<file path="src/rtl/conv_pkg.sv">
// ============================================================================
// Module   : conv_pkg
// Brief    : Shared types and widths for the conv engine MAC sequencer.
// Revision : 1.0
// ============================================================================
`default_nettype none

package conv_pkg;

    localparam int OPND_W    = 8;
    localparam int PROD_W    = 16;
    localparam int TAPS_W    = 8;
    localparam int ACC_W_DEF = 24;
    localparam int OUT_W_DEF = 16;

    typedef enum logic [1:0] {
        IDLE  = 2'd0,
        ISSUE = 2'd1,
        DRAIN = 2'd2,
        OUT   = 2'd3
    } conv_state_e;

endpackage

`default_nettype wire

</file>
<file path="src/rtl/conv_mac_ctrl_if.sv">
// ============================================================================
// Module   : conv_mac_ctrl_if
// Brief    : Control, tap-stream and result handshake bundle of conv_mac_ctrl.
// Revision : 1.0
// ============================================================================
`default_nettype none

interface conv_mac_ctrl_if
    import conv_pkg::*;
#(
    parameter int OUT_W = OUT_W_DEF
);

    logic                      start;
    logic [TAPS_W-1:0]         cfg_taps;
    logic                      busy;
    logic                      in_valid;
    logic                      in_ready;
    logic signed [OPND_W-1:0]  in_a;
    logic signed [OPND_W-1:0]  in_d;
    logic signed [OPND_W-1:0]  in_b;
    logic                      res_valid;
    logic                      res_ready;
    logic signed [OUT_W-1:0]   res_ab;
    logic signed [OUT_W-1:0]   res_db;
    logic                      done;

    modport master (
        output start, cfg_taps, in_valid, in_a, in_d, in_b, res_ready,
        input  busy, in_ready, res_valid, res_ab, res_db, done
    );

    modport slave (
        input  start, cfg_taps, in_valid, in_a, in_d, in_b, res_ready,
        output busy, in_ready, res_valid, res_ab, res_db, done
    );

endinterface

`default_nettype wire

</file>
<file path="src/rtl/conv_mult_dsp.sv">
// ============================================================================
// Module   : conv_mult_dsp
// Brief    : Packed dual int8 multiplier, a*b and d*b, LAT-stage pipeline.
// Revision : 1.0
// ============================================================================
`default_nettype none

module conv_mult_dsp
    import conv_pkg::*;
#(
    parameter int LAT = 3
) (
    input  wire                       clk,
    input  wire                       rst_n,
    input  wire signed [OPND_W-1:0]   a_i,
    input  wire signed [OPND_W-1:0]   d_i,
    input  wire signed [OPND_W-1:0]   b_i,
    output logic signed [PROD_W-1:0]  data_ab_o,
    output logic signed [PROD_W-1:0]  data_db_o
);

    logic signed [PROD_W-1:0] ab_q [LAT];
    logic signed [PROD_W-1:0] db_q [LAT];

    always_ff @(posedge clk or negedge rst_n) begin
        if (!rst_n) begin
            for (int i = 0; i < LAT; i++) begin
                ab_q[i] <= '0;
                db_q[i] <= '0;
            end
        end else begin
            ab_q[0] <= PROD_W'(a_i) * PROD_W'(b_i);
            db_q[0] <= PROD_W'(d_i) * PROD_W'(b_i);
            for (int i = 1; i < LAT; i++) begin
                ab_q[i] <= ab_q[i-1];
                db_q[i] <= db_q[i-1];
            end
        end
    end

    assign data_ab_o = ab_q[LAT-1];
    assign data_db_o = db_q[LAT-1];

endmodule

`default_nettype wire

</file>
<file path="src/rtl/conv_mac_ctrl.sv">
// ============================================================================
// Module   : conv_mac_ctrl
// Brief    : Sequences conv_mult_dsp over a tap window and returns two sums.
//            CONV_MAC_SAT_EN selects saturating results instead of wrap.
// Revision : 1.0
// ============================================================================
`default_nettype none

module conv_mac_ctrl
    import conv_pkg::*;
#(
    parameter int MULT_LAT = 3,
    parameter int ACC_W    = ACC_W_DEF,
    parameter int OUT_W    = OUT_W_DEF
) (
    input  wire            sclk,
    input  wire            s_rst_n,
    conv_mac_ctrl_if.slave bus
);

    localparam logic signed [ACC_W-1:0] C_OUT_MAX = {{(ACC_W-OUT_W+1){1'b0}}, {(OUT_W-1){1'b1}}};
    localparam logic signed [ACC_W-1:0] C_OUT_MIN = {{(ACC_W-OUT_W+1){1'b1}}, {(OUT_W-1){1'b0}}};

    conv_state_e              state_q;
    logic [TAPS_W-1:0]        taps_q;
    logic [TAPS_W-1:0]        cnt_q;
    logic [MULT_LAT-1:0]      tag_q;
    logic                     prod_vld_q;
    logic signed [PROD_W-1:0] prod_ab_q;
    logic signed [PROD_W-1:0] prod_db_q;
    logic signed [ACC_W-1:0]  acc_ab_q;
    logic signed [ACC_W-1:0]  acc_db_q;
    logic signed [OUT_W-1:0]  res_ab_q;
    logic signed [OUT_W-1:0]  res_db_q;
    logic                     busy_q;
    logic                     in_ready_q;
    logic                     res_valid_q;
    logic                     done_q;

    logic                     beat_d;
    logic signed [OPND_W-1:0] mul_a_d;
    logic signed [OPND_W-1:0] mul_d_d;
    logic signed [OPND_W-1:0] mul_b_d;
    logic signed [PROD_W-1:0] data_ab;
    logic signed [PROD_W-1:0] data_db;

    function automatic logic signed [OUT_W-1:0] fit_out(input logic signed [ACC_W-1:0] v);
`ifdef CONV_MAC_SAT_EN
        if (v > C_OUT_MAX) begin
            return OUT_W'(C_OUT_MAX);
        end else if (v < C_OUT_MIN) begin
            return OUT_W'(C_OUT_MIN);
        end
        return OUT_W'(v);
`else
        return OUT_W'(v);
`endif
    endfunction

    // in_ready_q is only ever high in ISSUE, so a beat implies ISSUE.
    assign beat_d  = bus.in_valid & in_ready_q;
    assign mul_a_d = beat_d ? bus.in_a : '0;
    assign mul_d_d = beat_d ? bus.in_d : '0;
    assign mul_b_d = beat_d ? bus.in_b : '0;

    conv_mult_dsp #(
        .LAT       (MULT_LAT)
    ) u_mult (
        .clk       (sclk),
        .rst_n     (s_rst_n),
        .a_i       (mul_a_d),
        .d_i       (mul_d_d),
        .b_i       (mul_b_d),
        .data_ab_o (data_ab),
        .data_db_o (data_db)
    );

    always_ff @(posedge sclk or negedge s_rst_n) begin
        if (!s_rst_n) begin
            state_q     <= IDLE;
            taps_q      <= '0;
            cnt_q       <= '0;
            tag_q       <= '0;
            prod_vld_q  <= 1'b0;
            prod_ab_q   <= '0;
            prod_db_q   <= '0;
            acc_ab_q    <= '0;
            acc_db_q    <= '0;
            res_ab_q    <= '0;
            res_db_q    <= '0;
            busy_q      <= 1'b0;
            in_ready_q  <= 1'b0;
            res_valid_q <= 1'b0;
            done_q      <= 1'b0;
        end else begin
            tag_q      <= (tag_q << 1) | MULT_LAT'(beat_d);
            prod_vld_q <= tag_q[MULT_LAT-1];
            prod_ab_q  <= data_ab;
            prod_db_q  <= data_db;
            done_q     <= 1'b0;

            if (prod_vld_q) begin
                acc_ab_q <= acc_ab_q + ACC_W'(prod_ab_q);
                acc_db_q <= acc_db_q + ACC_W'(prod_db_q);
            end

            case (state_q)
                IDLE: begin
                    if (bus.start && (bus.cfg_taps != '0)) begin
                        taps_q     <= bus.cfg_taps;
                        cnt_q      <= '0;
                        acc_ab_q   <= '0;
                        acc_db_q   <= '0;
                        busy_q     <= 1'b1;
                        in_ready_q <= 1'b1;
                        state_q    <= ISSUE;
                    end
                end
                ISSUE: begin
                    if (beat_d) begin
                        cnt_q <= cnt_q + 8'd1;
                        if (cnt_q == taps_q - 8'd1) begin
                            in_ready_q <= 1'b0;
                            state_q    <= DRAIN;
                        end
                    end
                end
                DRAIN: begin
                    // Both the tag pipe and the accumulate stage must be empty.
                    if ((tag_q == '0) && !prod_vld_q) begin
                        res_ab_q    <= fit_out(acc_ab_q);
                        res_db_q    <= fit_out(acc_db_q);
                        res_valid_q <= 1'b1;
                        state_q     <= OUT;
                    end
                end
                OUT: begin
                    if (bus.res_ready) begin
                        res_valid_q <= 1'b0;
                        busy_q      <= 1'b0;
                        done_q      <= 1'b1;
                        state_q     <= IDLE;
                    end
                end
                default: state_q <= IDLE;
            endcase
        end
    end

    assign bus.busy      = busy_q;
    assign bus.in_ready  = in_ready_q;
    assign bus.res_valid = res_valid_q;
    assign bus.res_ab    = res_ab_q;
    assign bus.res_db    = res_db_q;
    assign bus.done      = done_q;

endmodule

`default_nettype wire

</file>
<file path="src/flat_wrapper.sv">
// flat-port wrapper written by rule: the top's interface ports become plain ports
module conv_mac_ctrl_flat import conv_pkg::*;
#(
    parameter int MULT_LAT = 3,
    parameter int ACC_W    = ACC_W_DEF,
    parameter int OUT_W    = OUT_W_DEF
)
  (sclk, s_rst_n, bus_start, bus_cfg_taps, bus_in_valid, bus_in_a, bus_in_d, bus_in_b, bus_res_ready, bus_busy, bus_in_ready, bus_res_valid, bus_res_ab, bus_res_db, bus_done);
  conv_mac_ctrl_if #(.OUT_W(OUT_W)) bus_i ();
  input  wire sclk;
  input  wire s_rst_n;
  input wire logic [$bits(bus_i.start)-1:0] bus_start;
  input wire logic [$bits(bus_i.cfg_taps)-1:0] bus_cfg_taps;
  input wire logic [$bits(bus_i.in_valid)-1:0] bus_in_valid;
  input wire logic [$bits(bus_i.in_a)-1:0] bus_in_a;
  input wire logic [$bits(bus_i.in_d)-1:0] bus_in_d;
  input wire logic [$bits(bus_i.in_b)-1:0] bus_in_b;
  input wire logic [$bits(bus_i.res_ready)-1:0] bus_res_ready;
  output wire logic [$bits(bus_i.busy)-1:0] bus_busy;
  output wire logic [$bits(bus_i.in_ready)-1:0] bus_in_ready;
  output wire logic [$bits(bus_i.res_valid)-1:0] bus_res_valid;
  output wire logic [$bits(bus_i.res_ab)-1:0] bus_res_ab;
  output wire logic [$bits(bus_i.res_db)-1:0] bus_res_db;
  output wire logic [$bits(bus_i.done)-1:0] bus_done;
  assign bus_i.start = bus_start;
  assign bus_i.cfg_taps = bus_cfg_taps;
  assign bus_i.in_valid = bus_in_valid;
  assign bus_i.in_a = bus_in_a;
  assign bus_i.in_d = bus_in_d;
  assign bus_i.in_b = bus_in_b;
  assign bus_i.res_ready = bus_res_ready;
  assign bus_busy = bus_i.busy;
  assign bus_in_ready = bus_i.in_ready;
  assign bus_res_valid = bus_i.res_valid;
  assign bus_res_ab = bus_i.res_ab;
  assign bus_res_db = bus_i.res_db;
  assign bus_done = bus_i.done;
  conv_mac_ctrl #(.MULT_LAT(MULT_LAT), .ACC_W(ACC_W), .OUT_W(OUT_W)) u_core (.sclk(sclk), .s_rst_n(s_rst_n), .bus(bus_i));
endmodule
</file>
<file path="config.mk">
export PLATFORM = sky130hd
export DESIGN_NAME = conv_mac_ctrl_flat
export DESIGN_NICKNAME = d
export VERILOG_FILES = /design/src/rtl/conv_pkg.sv /design/src/rtl/conv_mac_ctrl_if.sv /design/src/rtl/conv_mult_dsp.sv /design/src/rtl/conv_mac_ctrl.sv /design/src/flat_wrapper.sv
export SDC_FILE = /design/constraint.sdc
export NUM_CORES = 1
export LEC_CHECK = 0
export CORE_ASPECT_RATIO = 2
export CORE_MARGIN = 4
export CORE_UTILIZATION = 40
export DETAILED_ROUTE_END_ITERATION = 8
export HOLD_SLACK_MARGIN = 0.08
export PLACE_DENSITY = 0.67
export SLEW_MARGIN = 15
export SYNTH_ARGS = -nofsm -noshare
export SYNTH_HDL_FRONTEND = slang
export SYNTH_SLANG_ARGS = --single-unit
</file>
<file path="constraint.sdc">
create_clock -name sclk -period 5.14 [get_ports sclk]
set_input_delay 1.028 -clock sclk [delete_from_list [all_inputs] [get_ports sclk]]
set_output_delay 1.028 -clock sclk [all_outputs]
set_load 0.05 [all_outputs]
</file>
* Word level (Yosys, flattened, before mapping) *
Cells that the tools add are included.

word-level totals
  register bits after elaboration = 234
  output and inout bits = 36
  input port bits = 37
  word-level logic and storage cells = 82

operators by class
  multipliers = 2
  muxes and demuxes = 28
  add/sub/neg operators = 4
  bitwise gates (word level) = 2
  reduce and logical (&&, ||, !) cells = 16
  equal/unequal tests = 9

operator list
  operator                                                                  number
  24-bit 2-to-1 mux                                                         6
  24-bit by 16-bit adder with 24-bit output                                 2
  8-bit 2-to-1 mux                                                          5
  8-bit by 8-bit multiplier with 16-bit output                              2
  8-bit case mux with 2 select lines                                        1
  2-bit 2-to-1 mux                                                          5
  3-bit AND reduction                                                       3
  8-bit by 1-bit adder with 8-bit output (second input constant)            1
  8-bit == test                                                             1
  2-bit by 1-bit inequality test with 1-bit output (second input constant)  4
  2-bit case mux with 4 select lines                                        1
  8-bit nonzero test                                                        1
  8-bit by 1-bit subtractor with 8-bit output (second input constant)       1
  1-bit 2-to-1 mux                                                          7
  1-bit case mux with 2 select lines                                        3
  2-bit nonzero test                                                        3
  5-bit AND reduction                                                       1
  2-bit == test (second input constant)                                     2
  2-bit AND reduction                                                       2
  4-bit AND reduction                                                       1
  3-bit zero test                                                           1
  3-bit by 1-bit OR with 3-bit output                                       1
  2-bit by 1-bit == test with 1-bit output (second input constant)          1
  1-bit logical AND                                                         2
  other kinds (4)                                                           4

* Depth between registers and ports, before layout *
Gate-level depths: netlist (run 1).

  word-level depth = 5
  mapped depth = 22
  gate-level depth less buffers = 20

* By module *
A second synthesis (run 1) with hierarchy kept.

unflattened totals
  cell total of the unflattened synthesis = 1326
  area total of the unflattened synthesis = 14036.0 µm²

by module, submodules not included
  module         cells an instance  times used  area an instance (µm²)  sequential area each (µm²)
  conv_mult_dsp  709                1           7663.6                  2402.3
  conv_mac_ctrl  617                1           6372.4                  3052.9

* Worst setup path before layout (run 1) *
OpenSTA, ideal clock, no wires.

  path type = input-to-reg
  from = input bus_in_valid
  to = register u_core.u_mult.db_q[47] (netlist bit)
  required time = 5.015 ns
  path buffers = 2
  stages = 20
  setup time = 0.125 ns
  arrival time = 5.455 ns
  slack = -0.440 ns
  path through = nand2_1 > inv_1 > clkbuf_1 > nand2_1 > clkbuf_1 > nor2_1 > fa_1 > fa_1 > fa_1 > inv_1 > fa_1 > inv_1 > ha_1 > o21a_1 > o21a_1 > nand2_1 > a221oi_1 > a21o_1 > a21oi_1 > xnor2_1

on the way
  word-level cells in the longest chain between the ends = 3
  elaborated cells on any way between the ends = 4
  those cells by class = mul (1); mux (2); bitwise (1)

ends and longest elaborated chain
  element                                         RTL line                                  RTL
  start: declaration                              flat_wrapper.sv:14                        input wire logic [$bits(bus_i.in_valid)-1:0] bus_in_valid;
  1-bit bitwise AND *                             conv_mac_ctrl.sv:61                       assign beat_d = bus.in_valid & in_ready_q;
  8-bit 2-to-1 mux, on equally long branches      conv_mac_ctrl.sv:63, conv_mac_ctrl.sv:64
  8-bit by 8-bit multiplier with 16-bit output *  conv_mult_dsp.sv:33                       db_q[0] <= PROD_W'(d_i) * PROD_W'(b_i);
  end signal: indexed assignment                  conv_mult_dsp.sv:36                       db_q[i] <= db_q[i-1];
  end: declaration                                conv_mult_dsp.sv:23                       logic signed [PROD_W-1:0] db_q [LAT];

Every way passes the cells marked *; elsewhere a longest branch is shown, timed or not.
A chain may end at the register's enable or synchronous reset.

* Worst setup path after layout (run 1) *
  from = input bus_in_d[0]
  to = register u_core.u_mult.db_q[47] (netlist bit)

on the way
  word-level cells in the longest chain between the ends = 2

ends and longest elaborated chain
  element                                       RTL line             RTL
  start: declaration                            flat_wrapper.sv:16   input wire logic [$bits(bus_i.in_d)-1:0] bus_in_d;
  8-bit 2-to-1 mux                              conv_mac_ctrl.sv:63  assign mul_d_d = beat_d ? bus.in_d : '0;
  8-bit by 8-bit multiplier with 16-bit output  conv_mult_dsp.sv:33

No other way between the ends.

==> results of run 1 <==
==> final cells by class <==
type / count / area (um2) / share of cell area (%)
Clock buffer: 23 / 531 / 3.28
Clock inverter: 9 / 114 / 0.704
Inverter: 175 / 662 / 4.09
Multi-Input combinational cell: 779 / 7270 / 44.9
Sequential cell: 218 / 5460 / 33.7
Tap cell: 432 / 541 / 3.34
Timing Repair Buffer: 185 / 1600 / 9.90
==> sequential cells by signal (all words and copies together), names as in the netlist, 3 cells and up <==
signal and cells:
u_core.bus.res_db 16, u_core.taps_q 8, u_core.u_mult.ab_q 32, u_core.u_mult.data_db_o 16, u_core.bus.res_ab 16, u_core.cnt_q 8, u_core.acc_ab_q 16, u_core.acc_db_q 16
u_core.u_mult.data_ab_o 16, u_core.u_mult.db_q 32, u_core.prod_db_q 16, u_core.tag_q 3, u_core.prod_ab_q 16
==> worst register-to-register path, delay by kind of cell, from the launching register on <==
kind	cells	cell delay (ps)
simple gates	3	360
compound gates	3	580
xor+xnor	1	130
buf+inv	7	700
flops	1	540
fa+ha+maj	5	2340
==> how the worst min path moves through the flow <==
stage / endpoint / slack, ps / cells after the start
finish: u_core.u_mult.db_q[19] / 340 / 0
global placement: u_core.u_mult.ab_q[19] / 330 / 0
floorplan: u_core.prod_ab_q[0] / 330 / 0
detailed placement: u_core.prod_ab_q[12] / 330 / 0
global route: u_core.u_mult.ab_q[23] / 350 / 0
CTS: u_core.u_mult.ab_q[25] / 340 / 0
==> kinds of logic after synthesis <==
kind of cell	Yosys count
AND/OR/NAND/NOR	308
flip-flops	218
AO/OA/AOI/OAI	130
multiplexers	58
buffers and inverters	206
adder cells (fa/ha/maj)	206
XOR/XNOR	77
==> routing by layer <==
metal	global-route usage, %	vias to the layer above	wire [um]
li1	-	4270	-
met1	16.5	4493	9690
met2	29.0	162	14800
met3	1.13	45	734
met4	5.26	0	809
met5	0	-	0
==> power breakdown <==
group	switching [uW]	leakage (uW)	internal (uW)	total, uW
clock	599	0.000308	839	1440
sequential	15.5	0.00296	1730	1740
combinational	98.9	0.00517	73.4	172
total	713	0.00844	2640	3360
==> through the flow <==
stage / TNS (ps) / instances / instance area, um2 / hold slack (ps)
after detailed placement: -7350 / 1786 / 15500 / 335
after CTS: 0 / 1819 / 16100 / 343
after floorplan: -33.1 / 1203 / 13500 / 331
after global placement: -6180 / 1786 / 15500 / 332
final: 0 / 1821 / 16200 / 342
after global routing: -1.90 / 1821 / 16200 / 349
==> repair_timing <==
| action | in CTS | in global routing |
|---|---|---|
| gates resized for setup | 3 | 17 |
| pin swaps | 4 | 15 |
| buffers inserted | 1 | 2 |
| setup endpoints to repair | 6 | 8 |
==> cells in the final DEF (no fill, tap or decap), drive strengths merged, types with 25 or more instances in the layout <==
cell type / Yosys / routed
dfrtp: 218 / 218
inv: 175 / 175
buf: 10 / 114
fa: 112 / 112
ha: 94 / 94
and3: 78 / 78
nand2: 73 / 73
nor2: 66 / 66
clkdlybuf4s50: 0 / 65
xnor2: 55 / 55
a21oi: 38 / 38
mux2: 33 / 33
o21ai: 28 / 28
nand3: 26 / 26
mux2i: 25 / 25
==> out/qor.yml, run 1 <==
synth:
  synth_cells: 1203
  synth_common_cells: "dfrtp_1 (218), inv_1 (175), fa_1 (112), ha_1 (94), and3_1 (76)"
  seq_area_frac_synth_pct: 40.8
  ys_seq_elements: 218
  async_flop_share_pct: 100
  yosys_warnings: 0
  synth_fa_ha_area_share_pct: 25.6
  synth_area_leaders: "dfrtp_1 (41%), fa_1 (17%), ha_1 (8.8%)"
  synth_edf_count: 0
  synthMuxAreaShare_pct: 4.65
  synth_compound_area_share_pct: 6.56
  yosys.area_share.simple_pct: 11.6
  synth_most_common_cell: "dfrtp_1"
  synth.largest_area_cell: "dfrtp_1"
  syn_area_per_cell_um2: 11.1
  synth_cell_type_count: 55
  netlist.area_leader.share_pct: 40.8
  syn_nets: 1446
  synth_top_family_by_area: "adder cells"
  synth_area_um2: 13400
  ys.flop_type: "dfrtp_1"
  synthXorXnorAreaFrac_pct: 5.04
floorplan:
  dieHeight_um: 267
  core-area_um2: 32900
  row_count: 94
  die_w_um: 137
  initial_utilization_pct: 40.6
  ioPinCount: 73
  dieArea_um2: 36600
sta:
  fin_skew_ps: 18.2
  period_minus_slack_ps: 4950
  hold_viol: 0
  setup_viol_count_final: 0
  slew_headroom_pct: 33.7
  report.final.slew_viol_count: 0
  tightest_slew_ps: 995
  period_share_pct: 96.3
  setup_ws_ps: 192
  fmax_mhz: 202
worst_setup_path:
  rr_worst_depth: 19
  crit_end: "u_core.u_mult.db_q[47]"
  critPathLaunch: "bus_in_d[0]"
  slowest_stage: "fa_1"
  startpoint_type: "input pin"
  crit_chain: "clkdlybuf4s50_1 -> or2_2 -> fa_1 -> fa_1 -> inv_1 -> fa_1 -> inv_1 -> fa_1 -> inv_1 -> ha_4 -> nand2_1 -> o211ai_1 -> nand2_1 -> a221oi_2 -> a21o_1 -> a21oi_1 -> xnor2_1"
  critical_path_depth: 17
  endpoint_kind: "flop"
  slowest_delay_ps: 550
  crit_required_ps: 5500
  worstSetupPathType: "in2reg"
  crit_path_frequent_cell: "fa_1"
  cp_max_fo: 3
  reg2reg_slack_ps: 410
  r2r-start: "u_core.bus.in_ready"
  critPathTopFamily: "adder cells"
  arrival_ps: 5310
  rr_endpoint: "u_core.u_mult.db_q[46]"
  critPathBufInv: 4
run_status:
  status: "finished, final reports clean"
routing:
  drtAntennaViolNets: 0
  first_pass_iters: 4
  wl_um: 26000
  drc_errors: 0
  vias: 8970
  avgRoutedWirePerCell_um: 14.3
  viasPerCell: 4.93
  drt_iter0_markers: 333
final_layout:
  fill_cells: 3012
  syn_to_final_growth_pct: 21.0
  fin_util_pct: 49.1
  drive_gt1_share_pct: 16.0
  diodes: 0
  final_nets: 1620
clocking:
  cts_hold_buf: 0
  tritoncts: "done"
  htree_levels: 1
  cts_buffers: 18
  clk_latency_ps: 490
  clk_pin_slew_ps: 70
  cts.sinks: 218
  clock_path_buffers: 3
  cts-root-buf: "clkbuf_16"
placed_design:
  io_buffers: 72
  dp_hpwl_um: 20800
  post-place-ws_ps: -674
  gp_congestion: 0.841
flow_run:
  cap_violations: 0
grt:
  grt_pass1_vias: 9708
  grt_max_degree: 129
  grt_pass1_wl_um: 44700
  gr-total-overflow: 0
  antenna_found_initial: 0
  track_usage_pct: 14.9
power:
  leakage_uw: 0.00844
  ir_worst_vdd_v: 0.000229
  totalPowerFinal_uw: 3360
  power_density_nw_per_um2: 207
worst_hold_path:
  hp-class: "reg2reg"
  hold_start: "u_core.u_mult.db_q[35]"
(Power assumes the default switching activity.)
==> inputs of run 2 (changes only) <==
--- a/config.mk
+++ b/config.mk
@@ -11,7 +11,7 @@
 export DETAILED_ROUTE_END_ITERATION = 8
 export HOLD_SLACK_MARGIN = 0.08
 export PLACE_DENSITY = 0.67
-export SLEW_MARGIN = 15
+export SLEW_MARGIN = 20
 export SYNTH_ARGS = -nofsm -noshare
 export SYNTH_HDL_FRONTEND = slang
 export SYNTH_SLANG_ARGS = --single-unit
==> results of run 2 <==
The final DEF is identical to that of run 1; final timing and power are the same.
